File: config.mk
export PLATFORM = sky130hd
export DESIGN_NAME = fft_bfly_sched_flat
export DESIGN_NICKNAME = d
export VERILOG_FILES = /design/src/rtl/fft_pkg.sv /design/src/rtl/fft_bfly_sched_if.sv /design/src/rtl/fft_delay_line.sv /design/src/rtl/fft_bfly_sched.sv /design/src/flat_wrapper.sv
export SDC_FILE = /design/constraint.sdc
export NUM_CORES = 1
export LEC_CHECK = 0
export BUFFER_PORTS_ARGS = -buffer_cell sky130_fd_sc_hd__buf_4
export CORE_MARGIN = 3
export CORE_UTILIZATION = 40
export DETAILED_ROUTE_END_ITERATION = 10
export GPL_TIMING_DRIVEN = 1
export PLACE_DENSITY = 0.59
export SYNTH_ARGS = -nofsm -noshare
export SYNTH_HDL_FRONTEND = slang
export SYNTH_SLANG_ARGS = --single-unit
File: constraint.sdc
create_clock -name clk -period 15.9 [get_ports clk]
set_input_delay 3.18 -clock clk [delete_from_list [all_inputs] [get_ports clk]]
set_output_delay 3.18 -clock clk [all_outputs]
set_load 0.03 [all_outputs]
File: src/rtl/fft_pkg.sv
// rtl/fft_pkg.sv - shared types and constants for the radix-2 FFT butterfly scheduler
package fft_pkg;

  typedef enum logic [1:0] {
    IDLE  = 2'd0,
    RUN   = 2'd1,
    DRAIN = 2'd2,
    DONE  = 2'd3
  } state_e;

  localparam int FFT_STAGE_W = 5;

  // Values driven on the address/twiddle outputs whenever their enable is low.
  localparam int ADDR_RST = 0;
  localparam int TW_RST   = 0;

endpackage

File: src/rtl/fft_bfly_sched_if.sv
// rtl/fft_bfly_sched_if.sv - read/twiddle and write-back address bus between scheduler and RAM/ROM
interface fft_bfly_sched_if #(
  parameter int LOG2N = 10
);
  logic             rd_en;
  logic [LOG2N-1:0] rd_addr_x;
  logic [LOG2N-1:0] rd_addr_y;
  logic [LOG2N-2:0] tw_idx;
  logic             wr_en;
  logic [LOG2N-1:0] wr_addr_x;
  logic [LOG2N-1:0] wr_addr_y;

  modport master (
    output rd_en, rd_addr_x, rd_addr_y, tw_idx,
    output wr_en, wr_addr_x, wr_addr_y
  );

  modport slave (
    input rd_en, rd_addr_x, rd_addr_y, tw_idx,
    input wr_en, wr_addr_x, wr_addr_y
  );
endinterface

File: src/rtl/fft_delay_line.sv
// rtl/fft_delay_line.sv - fixed-depth shift register with asynchronous clear
module fft_delay_line #(
  parameter int W     = 8,
  parameter int DEPTH = 2
) (
  input  logic         clk,
  input  logic         rst_n,
  input  logic [W-1:0] din,
  output logic [W-1:0] dout
);

  logic [W-1:0] sr [DEPTH];

  always_ff @(posedge clk or negedge rst_n) begin
    if (!rst_n) begin
      for (int i = 0; i < DEPTH; i++) sr[i] <= '0;
    end else begin
      sr[0] <= din;
      for (int i = 1; i < DEPTH; i++) sr[i] <= sr[i-1];
    end
  end

  assign dout = sr[DEPTH-1];

endmodule

File: src/rtl/fft_bfly_sched.sv
// rtl/fft_bfly_sched.sv - in-place radix-2 DIT FFT butterfly address/twiddle scheduler
// Optional inverse-transform twiddle conjugation: FFT_SCHED_INV_EN.
module fft_bfly_sched
  import fft_pkg::*;
#(
  parameter int LOG2N    = 10,
  parameter int PIPE_LAT = 2
) (
  input  logic                   clk,
  input  logic                   rst_n,
  input  logic                   start,
`ifdef FFT_SCHED_INV_EN
  input  logic                   inverse,
  output logic                   tw_conj,
`endif
  output logic                   busy,
  output logic                   done,
  output logic [FFT_STAGE_W-1:0] stage,
  fft_bfly_sched_if.master       bus
);

  localparam int AW = LOG2N;
  localparam int KW = LOG2N - 1;
  localparam int DW = $clog2(PIPE_LAT + 1);
  localparam int LW = 1 + 2 * AW;

  state_e                 state, state_nxt;
  logic [KW-1:0]          k;
  logic [FFT_STAGE_W-1:0] s;
  logic [DW-1:0]          drain;
  logic                   k_last, s_last, drain_last;
  logic                   rd_en;

  assign k_last     = &k;
  assign s_last     = (s == FFT_STAGE_W'(LOG2N - 1));
  assign drain_last = (drain == DW'(PIPE_LAT - 1));
  assign rd_en      = (state == RUN);

  always_ff @(posedge clk or negedge rst_n) begin
    if (!rst_n) state <= IDLE;
    else        state <= state_nxt;
  end

  always_comb begin
    state_nxt = state;
    case (state)
      IDLE:    if (start) state_nxt = RUN;
      RUN:     if (k_last) state_nxt = DRAIN;
      DRAIN:   if (drain_last) state_nxt = s_last ? DONE : RUN;
      DONE:    state_nxt = IDLE;
      default: state_nxt = IDLE;
    endcase
  end

  // k wraps to zero on the last issue of a stage, ready for the next one.
  always_ff @(posedge clk or negedge rst_n) begin
    if (!rst_n) begin
      k     <= '0;
      s     <= '0;
      drain <= '0;
    end else begin
      case (state)
        IDLE: begin
          k     <= '0;
          s     <= '0;
          drain <= '0;
        end
        RUN: begin
          k     <= k + KW'(1);
          drain <= '0;
        end
        DRAIN: begin
          drain <= drain + DW'(1);
          if (drain_last) s <= s + FFT_STAGE_W'(1);
        end
        default: s <= '0;
      endcase
    end
  end

  logic [AW-1:0]          kx, span, pos, grp, ax, ay;
  logic [FFT_STAGE_W-1:0] tw_sh;
  logic [KW-1:0]          tw;

  // x inserts a zero at bit s of k, y sets it; twiddle index scales pos to N/2.
  always_comb begin
    kx    = AW'(k);
    span  = AW'(1) << s;
    pos   = kx & (span - AW'(1));
    grp   = kx >> s;
    ax    = (grp << (s + FFT_STAGE_W'(1))) | pos;
    ay    = ax + span;
    tw_sh = FFT_STAGE_W'(KW) - s;
    tw    = KW'(pos << tw_sh);
  end

  assign bus.rd_en     = rd_en;
  assign bus.rd_addr_x = rd_en ? ax : AW'(ADDR_RST);
  assign bus.rd_addr_y = rd_en ? ay : AW'(ADDR_RST);
  assign bus.tw_idx    = rd_en ? tw : KW'(TW_RST);

  logic [LW-1:0] wr_word;

  fft_delay_line #(
    .W     (LW),
    .DEPTH (PIPE_LAT)
  ) u_delay (
    .clk   (clk),
    .rst_n (rst_n),
    .din   ({bus.rd_en, bus.rd_addr_x, bus.rd_addr_y}),
    .dout  (wr_word)
  );

  assign bus.wr_en     = wr_word[LW-1];
  assign bus.wr_addr_x = wr_word[2*AW-1:AW];
  assign bus.wr_addr_y = wr_word[AW-1:0];

  assign busy  = (state == RUN) || (state == DRAIN);
  assign done  = (state == DONE);
  assign stage = busy ? s : '0;

`ifdef FFT_SCHED_INV_EN
  logic inv_q;

  always_ff @(posedge clk or negedge rst_n) begin
    if (!rst_n)                        inv_q <= 1'b0;
    else if (state == IDLE && start)   inv_q <= inverse;
  end

  assign tw_conj = busy & inv_q;
`endif

endmodule

File: src/flat_wrapper.sv
// flat-port wrapper written by rule: the top's interface ports become plain ports
module fft_bfly_sched_flat import fft_pkg::*;
#(
  parameter int LOG2N    = 10,
  parameter int PIPE_LAT = 2
)
  (clk, rst_n, start, busy, done, stage, bus_rd_en, bus_rd_addr_x, bus_rd_addr_y, bus_tw_idx, bus_wr_en, bus_wr_addr_x, bus_wr_addr_y);
  fft_bfly_sched_if #(.LOG2N(LOG2N)) bus_i ();
  input  logic clk;
  input  logic rst_n;
  input  logic start;
  output logic busy;
  output logic done;
  output logic [FFT_STAGE_W-1:0] stage;
  output wire logic [$bits(bus_i.rd_en)-1:0] bus_rd_en;
  output wire logic [$bits(bus_i.rd_addr_x)-1:0] bus_rd_addr_x;
  output wire logic [$bits(bus_i.rd_addr_y)-1:0] bus_rd_addr_y;
  output wire logic [$bits(bus_i.tw_idx)-1:0] bus_tw_idx;
  output wire logic [$bits(bus_i.wr_en)-1:0] bus_wr_en;
  output wire logic [$bits(bus_i.wr_addr_x)-1:0] bus_wr_addr_x;
  output wire logic [$bits(bus_i.wr_addr_y)-1:0] bus_wr_addr_y;
  assign bus_rd_en = bus_i.rd_en;
  assign bus_rd_addr_x = bus_i.rd_addr_x;
  assign bus_rd_addr_y = bus_i.rd_addr_y;
  assign bus_tw_idx = bus_i.tw_idx;
  assign bus_wr_en = bus_i.wr_en;
  assign bus_wr_addr_x = bus_i.wr_addr_x;
  assign bus_wr_addr_y = bus_i.wr_addr_y;
  fft_bfly_sched #(.LOG2N(LOG2N), .PIPE_LAT(PIPE_LAT)) u_core (.clk(clk), .rst_n(rst_n), .start(start), .busy(busy), .done(done), .stage(stage), .bus(bus_i));
endmodule
==> run metrics <==
simple-gate area share of the yosys netlist between 10% and 20%; Slew @ Worst Pin roughly 0.94 ns; maxcap violations 0; Post-synth EDFFs 0; die height between 100 and 150 µm; clock share of power 22.1%; CP max FO 41; PortBufs 60; vias in the first global route ~3,400; grt ovf 0; WP data required roughly 13 ns; Post-synth top flop dfrtp_1; Seq/Total Area, Yosys between 30% and 40%; post-place setup slack about 8 ns; ys async rst share 100%; Hold WS 0.343 ns; largest net degree at the start of global routing 61; Cell Int Power roughly 360 µW; Final period util a little over 50%; Hold Buf Count CTS 0; 1st-pass router iterations 6; Syn Inst Count 478; Sw Share a little over two fifths; Area Overhead vs Synth 13.0%; maximum VDD drop between 0.09 and 0.1 mV; vias per cell 5.54; Post-Route WL 11,300 µm; Worst R2R End u_core.u_delay.sr[30]; # setup viols final 0; pwr dens 132 nW/µm²; combinational power share between 40 and 50%; CTS Buf Count 9; highest-delay cell along the critical path inv_1; Cell Rows 37; Worst EP arrival about 5.1 ns; Netlist cell types 69; Post-Layout Cell Count between 600 and 700; vias after detailed routing 3,576; crit path time final about 8.3 ns; die area between 10,000 and 15,000 µm²; Lkg Pwr ~2.4 nW; setup ws final between 7 and 8 ns; final antenna-violating net count 0; synthesized net count between 500 and 600; fin util a little under half; Mean Syn Cell Area approximately 9 µm²; TritonCTS sink count 60; CTS max path bufs 2; most frequent cells in the layout buf_4, dfrtp_1, nand2_1; status finished, final reports clean; DR iter-0 viols 297; CP Capture Point bus_rd_addr_y[9]; largest family of logic cells by synthesized area compound AO/OA/AOI/OAI gates; Worst-Skew Late Latency 0.36 ns; layout cell share with drive strength beyond 1 between 20% and 30%; Synth Area in Compound Gates around 20%; Synth Warn # 0; post-synthesis mux area share approximately 6.0%; Startpoint Class flop; Fin Setup TNS 0 ns; worst r2r path cells 16; routability cong. approximately 0.9; Crit Path Class reg2out; Critical Path Max Stage Delay ~0.55 ns; Setup crit start u_core.s[0]; first-pass GRT wire length ~18,000 µm; Hold Fails Final Rpt 0; Final Cell Area a little under 5000 µm²; CP Cell Sequence buf_4, inv_1, ha_1, nand2_1, ha_1, inv_1, xnor2_1, and2_1, a21o_1, ha_1, a21oi_1, inv_1, a2111o_1, a41o_2, a2111oi_2, a211o_1, buf_4; CTS H-tree depth 3; Design Power ~640 µW; CTS root buffer clkbuf_8; Setup Skew 0.0178 ns; Post-CTS Setup Inserts 0; Peak Freq 121 MHz; Resized cells post-CTS 0; Adder-Cell Fraction of Synth Area 7.73%; detailed placement HPWL slightly above 8000 µm; Post-Place Cells around 630; Slew Viols, Final 0; Ports 61; R2R setup slack approximately 11 ns; CTS tree yes; drt drc 0; n_diodes 0; Initial Utilization between 40% and 50%; max_slew headroom between 30% and 40%; RSZ-0062 raised after global routing no; reg-to-reg startpoint u_core.s[0]; initial antenna violation count 0; register bit total from synthesis 60; DP Area ~4700 µm²; Post-Synthesis Cell Area about 4300 µm²; # nets final around 530; x dimension of the die ~110 µm; Critical Path End Type primary output; Core Area between 10,000 and 15,000 µm²; all-layer global routing usage 20.1%; XOR/XNOR share of the synthesized area roughly 3.7%; Avg WL per Cell between 15 and 20 µm; sw power about 280 µW; most common cell after layout, fill and taps aside buf_4; clock transition at the registers of the reported paths 0.07 ns; HP Class reg2reg; sequential group share of total power a little under a third
layout make-up:
type | count | area (µm²)
fill | 1028 | 5550
multi-input combinational | 351 | 2440
sequential | 60 | 1500
timing repair buffer | 65 | 488
tap | 136 | 170
clock buffer | 9 | 124
clock inverter | 7 | 75.1
inverter | 17 | 63.8
per-layer routing:
layer	GRT usage (%)	wire, µm	up-vias	part of all wire (%)
li1	-	-	1747	-
met1	29.1	5500	1692	49
met2	29.9	5020	121	44
met3	3.82	639	16	5.6
met4	6.59	163	0	1.4
met5	0	0	-	0
synthesized netlist by cell type (6+ instances only):
cell,n,share of area [%]
a21o_1,7,1.2
a21oi_1,26,3.0
and2_1,24,3.5
and3_1,14,2.0
buf_4,21,3.7
clkbuf_1,21,1.8
dfrtp_1,60,35
ha_1,25,7.3
inv_1,15,1.3
mux2_2,9,2.4
mux2i_1,12,2.8
nand2_1,36,3.1
nand3_1,14,1.6
nor2_1,33,2.9
nor2b_1,7,1.0
nor3_1,11,1.3
o211ai_1,6,1.0
o21ai_0,21,2.4
o31ai_1,9,1.6
xnor2_1,11,2.2
xor2_1,7,1.4
worst min path at each step:
stage / from / endpoint / slack (ns) / depth (start not counted)
finish: u_core.u_delay.sr[39] / u_core.u_delay.dout[18] / 0.34 / 0
global route: u_core.u_delay.sr[36] / u_core.u_delay.dout[15] / 0.36 / 0
CTS: u_core.u_delay.sr[39] / u_core.u_delay.dout[18] / 0.35 / 0
detailed placement: u_core.u_delay.sr[32] / u_core.u_delay.dout[11] / 0.33 / 0
global placement: u_core.u_delay.sr[39] / u_core.u_delay.dout[18] / 0.33 / 0
floorplan: u_core.u_delay.sr[21] / u_core.u_delay.dout[0] / 0.33 / 0
registers in the layout, summed over array words and instances, names as in the netlist:
name and cells:
u_core.drain 2, u_core.u_delay.sr 21, u_core.k 9, u_core.state 2, u_core.s 5, u_core.u_delay.dout 21
power by group through the flow:
stage	clock (mW)	sequential, mW	combinational [mW]
global placement	0	0.201	0.302
CTS	0.148	0.198	0.304
finish	0.142	0.198	0.302
floorplan	0	0.196	0.233
global route	0.156	0.203	0.332
detailed placement	0	0.202	0.303
kinds of logic after synthesis:
logic type      Yosys count
fa+ha+maj                26
compound gates          119
buf+inv                  67
flops                    60
mux                      23
xor+xnor                 18
simple gates            165
worst max-delay path, delay by kind of cell (launching register included):
kind,cells,cell delay (ns)
buf+inv,5,1.16
simple gates,2,0.34
compound gates,6,1.71
fa+ha+maj,3,1.07
flops,1,0.36
xor+xnor,1,0.07
(Power assumes the default switching activity.)
